$ cat src/rtl/mips_hazard_unit.sv
// mips_hazard_unit
//   Hazard-detection and forwarding controller for the pipelined MIPS core.
//   Keeps a registered scoreboard of in-flight destinations for post-ID
//   stages 1 (EX) .. N_STAGES (WB). It drives forwarding selects, load-use
//   stalls and redirect flushes.
//
// Parameters
//   N_STAGES          tracked post-ID stages (>= 2)
//   REG_ADDR_W        register index width
//   LOAD_READY_STAGE  first stage whose load result can be forwarded
//   REDIRECT_STAGE    stage in which taken branches/jumps resolve
//   SEL_W             forward-select width (derived, do not override)
//
// Ports
//   clk, reset (async, active-low)
//   id_*_i            decoded ID-stage instruction
//   redirect_i        instruction in REDIRECT_STAGE changes PC this cycle
//   stall_o, flush_o  pipeline control
//   fwd_a_sel_o/fwd_b_sel_o  0 = register file, k = result of stage k
//   stall_count_o/flush_count_o  saturating counters, present only when
//                     HAZARD_STATS_EN is defined
module mips_hazard_unit #(
  parameter int unsigned N_STAGES         = 3,
  parameter int unsigned REG_ADDR_W       = 5,
  parameter int unsigned LOAD_READY_STAGE = 2,
  parameter int unsigned REDIRECT_STAGE   = 2,
  parameter int unsigned SEL_W            = $clog2(N_STAGES + 1)
) (
  input  logic                  clk,
  input  logic                  reset,
  input  logic                  id_valid_i,
  input  logic [REG_ADDR_W-1:0] id_rs_i,
  input  logic [REG_ADDR_W-1:0] id_rt_i,
  input  logic                  id_uses_rs_i,
  input  logic                  id_uses_rt_i,
  input  logic [REG_ADDR_W-1:0] id_rd_i,
  input  logic                  id_reg_write_i,
  input  logic                  id_mem_read_i,
  input  logic                  redirect_i,
  output logic                  stall_o,
  output logic                  flush_o,
  output logic [SEL_W-1:0]      fwd_a_sel_o,
  output logic [SEL_W-1:0]      fwd_b_sel_o
`ifdef HAZARD_STATS_EN
  ,
  output logic [15:0]           stall_count_o,
  output logic [15:0]           flush_count_o
`endif
);

  logic [N_STAGES:1]     sb_valid;
  logic [N_STAGES:1]     sb_load;
  logic [REG_ADDR_W-1:0] sb_rd [1:N_STAGES];

  logic a_found, b_found;
  logic a_early_load, b_early_load;

  // Scan from youngest (stage 1) to oldest; the first hit wins.
  always_comb begin
    fwd_a_sel_o  = '0;
    fwd_b_sel_o  = '0;
    a_found      = 1'b0;
    b_found      = 1'b0;
    a_early_load = 1'b0;
    b_early_load = 1'b0;
    for (int unsigned k = 1; k <= N_STAGES; k++) begin
      if (!a_found && id_uses_rs_i && (id_rs_i != '0) &&
          sb_valid[k] && (sb_rd[k] == id_rs_i)) begin
        a_found      = 1'b1;
        fwd_a_sel_o  = SEL_W'(k);
        a_early_load = sb_load[k] && (k < LOAD_READY_STAGE);
      end
      if (!b_found && id_uses_rt_i && (id_rt_i != '0) &&
          sb_valid[k] && (sb_rd[k] == id_rt_i)) begin
        b_found      = 1'b1;
        fwd_b_sel_o  = SEL_W'(k);
        b_early_load = sb_load[k] && (k < LOAD_READY_STAGE);
      end
    end
  end

  // Redirect overrides any load-use stall.
  assign stall_o = id_valid_i && !redirect_i && (a_early_load || b_early_load);
  assign flush_o = redirect_i;

  always_ff @(posedge clk or negedge reset) begin
    if (!reset) begin
      sb_valid <= '0;
      sb_load  <= '0;
      for (int unsigned k = 1; k <= N_STAGES; k++) sb_rd[k] <= '0;
    end else begin
      // Stages up to REDIRECT_STAGE hold wrong-path work on a redirect;
      // the redirecting instruction itself shifts out of REDIRECT_STAGE.
      for (int unsigned k = 2; k <= N_STAGES; k++) begin
        if (redirect_i && (k <= REDIRECT_STAGE)) begin
          sb_valid[k] <= 1'b0;
          sb_load[k]  <= 1'b0;
          sb_rd[k]    <= '0;
        end else begin
          sb_valid[k] <= sb_valid[k-1];
          sb_load[k]  <= sb_load[k-1];
          sb_rd[k]    <= sb_rd[k-1];
        end
      end
      if (redirect_i || stall_o) begin
        sb_valid[1] <= 1'b0;
        sb_load[1]  <= 1'b0;
        sb_rd[1]    <= '0;
      end else begin
        sb_valid[1] <= id_valid_i && id_reg_write_i && (id_rd_i != '0);
        sb_load[1]  <= id_mem_read_i;
        sb_rd[1]    <= id_rd_i;
      end
    end
  end

`ifdef HAZARD_STATS_EN
  always_ff @(posedge clk or negedge reset) begin
    if (!reset) begin
      stall_count_o <= '0;
      flush_count_o <= '0;
    end else begin
      if (stall_o && (stall_count_o != '1)) stall_count_o <= stall_count_o + 16'd1;
      if (flush_o && (flush_count_o != '1)) flush_count_o <= flush_count_o + 16'd1;
    end
  end
`endif

endmodule
$ cat config.mk
export PLATFORM = sky130hd
export DESIGN_NAME = mips_hazard_unit
export DESIGN_NICKNAME = d
export VERILOG_FILES = /design/src/rtl/mips_hazard_unit.sv
export SDC_FILE = /design/constraint.sdc
export NUM_CORES = 1
export LEC_CHECK = 0
export CAP_MARGIN = 20
export CORE_ASPECT_RATIO = 0.7
export CORE_UTILIZATION = 42
export CTS_CLUSTER_SIZE = 14
export DETAILED_ROUTE_END_ITERATION = 6
export PLACE_DENSITY_LB_ADDON = 0.05
export SKIP_CTS_REPAIR_TIMING = 1
export SLEW_MARGIN = 30
export SYNTH_ARGS = -nofsm -noshare
export SYNTH_HDL_FRONTEND = slang
export SYNTH_SLANG_ARGS = --single-unit
$ cat constraint.sdc
create_clock -name clk -period 1.65 [get_ports clk]
set_input_delay 0.33 -clock clk [delete_from_list [all_inputs] [get_ports clk]]
set_output_delay 0.33 -clock clk [all_outputs]
set_load 0.1 [all_outputs]
==> key figures, run 1 <==
Layout
  • Final instance area: 1890 um^2
  • Syn-to-layout area delta: 77.9%
  • Final core utilization: 83.4%
  • Diode count: 0
  • Fin nets: 184
  • Share of cells above drive strength 1: 40.6%
  • Fin cells: 192

Timing
  • Fin crit share: 152%
  • Setup Skew: 6.68 ps
  • RSZ-0062 raised after global routing: yes
  • Final setup violation count: 12
  • Rel. slew slack: 74.2%
  • Max Fclk: 0.400 GHz
  • Setup ws final: -852 ps
  • Minimum clock period: 2500 ps
  • Max-slew violations: 0
  • Final hold violations: 0
  • Worst slew pin tran: 384 ps
  • Min Hold Slack: 336 ps

Setup path
  • Crit. End Element: output pin
  • Kind of critical path: flip-flop to output pin
  • CP startpoint kind: flip-flop
  • CP Data Arrival Time: 2170 ps
  • CP Max Fanout: 3
  • CP required: 1320 ps

Power
  • Combinational power share: 25.8%
  • Power density over cell area: 539 nW/um^2
  • P_sw: 0.000295 W
  • Sequential share of power: 50.0%
  • Clock Power Share: 24.3%
  • Peak supply drop: 0.000454 V
  • P_leak: 0.920 nW
  • Sw Ratio: 29.1%
  • Int Power: 0.000720 W

Yosys
  • Mean post-synth cell area: 11.3 um^2
  • Post-synth EDFFs: 0
  • Synth cell types: 21
  • #FFs+latches synth: 19
  • Top cells by area, synth: dfrtp_1, xor2_1, nor2b_1, xnor2_1, nor3b_1
  • Mapped Area: 1060 um^2
  • Synth top area share: 44.9%
  • Syn Nets: 117
  • Cells after Synth: 94
  • Top cells by count, synth: xor2_1, dfrtp_1, nor2b_1
  • Main synth FF type: dfrtp_1
  • Top cell type by total area after synthesis: dfrtp_1
  • Seq/Total Area, Yosys: 44.9%
  • Synth async-reset ratio: 100%
  • Count leader, synth: xor2_1
  • YS warnings: 0

Detailed routing
  • Initial DRC count: 58
  • DRC violations left: 0
  • Vias per Instance: 5.13
  • Wire per inst: 16.7 um
  • WL final: 3210 um
  • Antenna viol nets, final: 0
  • Vias: 984
  • 1st-pass router iterations: 4

Status
  • Status: finished, violations left
  • Failing checks: setup timing

Global route
  • First-pass GRT wire length: 4610 um
  • GRT Util Overall: 24.8%
  • Vias in the first global route: 931
  • Largest net degree at the start of global routing: 20
  • Initial antenna violation count: 0
  • Grt ovf: 0

Clocking
  • Clk buf depth: 2
  • Clock sink count: 19
  • TritonCTS clock tree: built
  • CTS Buf Count: 3
  • CTS Root Cell: clkbuf_4
  • Clk Latency, worst-skew pair: 310 ps
  • Clock-pin transition on the worst setup and hold timing paths: 120 ps
  • H-Tree Depth: 1

Floorplanning
  • Core Region: 2260 um^2
  • Die ar.: 2730 um^2
  • Die H: 44.0 um
  • Initial Util: 46.9%
  • Die W: 62.0 um
  • Std cell rows: 14
  • Ports: 29

Flow run
  • Max-cap violation count: 0

Worst hold path
  • Hold Crit Class: primary input to async pin

Place
  • Placed cells: 184
  • Placed cell areas: 1740 um^2
  • Post-Place Worst Slack: -898 ps
  • # port buffers: 28
  • Post-DP HPWL: 2290 um
  • Final Wtd Congestion: 0.914
worst max-delay path: stages, from the launching register on:
cell and delay (ps):
dfrtp_1 450, xor2_1 170, nor4_1 400, buf_4 190, and4b_2 270, o21ai_4 80, nor2b_4 140, buf_12 180
cell type report:
type / count / area (um^2)
tap: 32 / 40.0
fill: 114 / 374
multi-input combinational: 73 / 693
timing repair buffer: 64 / 647
clock inverter: 1 / 7.51
sequential: 19 / 475
clock buffer: 3 / 22.5
power groups by stage:
stage	Clock, W	Sequential [W]	Combinational (W)
2_1_floorplan	0	0.000509	0.0000928
3_3_place_gp	0	0.000514	0.000236
3_5_place_dp	0	0.000514	0.000243
4_1_cts	0.000250	0.000505	0.000245
5_1_grt	0.000275	0.000509	0.000278
6_report	0.000246	0.000507	0.000262
layout by cell type, fill, tap and decap left out, types with 2 or more instances in the layout:
cell type	Yosys	final
buf_4	1	33
xor2_1	24	24
dfrtp_1	19	19
clkdlybuf4s50_1	0	12
dlymetal6s2s_1	0	10
nor2b_1	10	8
xnor2_1	6	6
nor3b_1	6	6
buf_12	0	6
nor4_2	0	4
o21ai_4	1	3
clkbuf_4	0	3
buf_6	0	3
or4_4	1	2
nor4_1	6	2
nand3_1	2	2
nand4b_1	2	2
o31ai_4	0	2
and4b_2	0	2
nor2b_4	0	2
nor3_4	0	2
sequential cells by signal (all words and copies together), names as in the netlist:
| register | cells |
|---|---|
| sb_load | 1 |
| sb_rd | 15 |
| sb_valid | 3 |
layer usage:
layer,vias to the layer above,part of all wire [%],global-route usage [%]
met2,28,46,37.2
met5,-,0,0
met3,10,4.7,6.43
li1,462,-,-
met4,0,2.8,10.2
met1,484,46,34.3
path summary, 6_finish.rpt:
| path | startpoint | endpoint | slack, ps | cells past startpoint |
|---|---|---|---|---|
| setup / recovery | sb_rd[11] | stall_o | -850 | 7 |
| hold / removal | reset | sb_valid[3] | 340 | 2 |
| setup reg to reg | sb_rd[11] | sb_load[1] | -370 | 8 |
| hold reg to reg | sb_valid[2] | sb_valid[3] | 430 | 0 |
| min in group clk | sb_valid[2] | sb_valid[3] | 430 | 0 |
| max in group asynchronous | reset | sb_rd[0] | 1110 | 2 |
cell families (layout without fill, tap and decap cells):
| kind of cell | count (synthesis) | count (layout) | share of synthesized area [%] |
|---|---|---|---|
| simple gates | 36 | 36 | 23.1 |
| flops | 19 | 19 | 44.9 |
| buf+inv | 2 | 68 | 1.06 |
| compound gates | 7 | 7 | 6.14 |
| xor+xnor | 30 | 30 | 24.8 |
through the flow:
stage          TNS (ps)  total power [W]
5_1_grt           -6860          0.00106
3_3_place_gp      -9000         0.000750
4_1_cts           -7170          0.00100
2_1_floorplan     -3390         0.000601
6_report          -6060          0.00102
3_5_place_dp      -9420         0.000757
No activity file was read; power rests on OpenSTA's default activity.
==> inputs of run 2 (changes only) <==
Settings changed: CTS_CLUSTER_SIZE 14 to unset.
==> results of run 2 <==
Same layout as run 1: the final DEF is identical, and so are final timing and power.
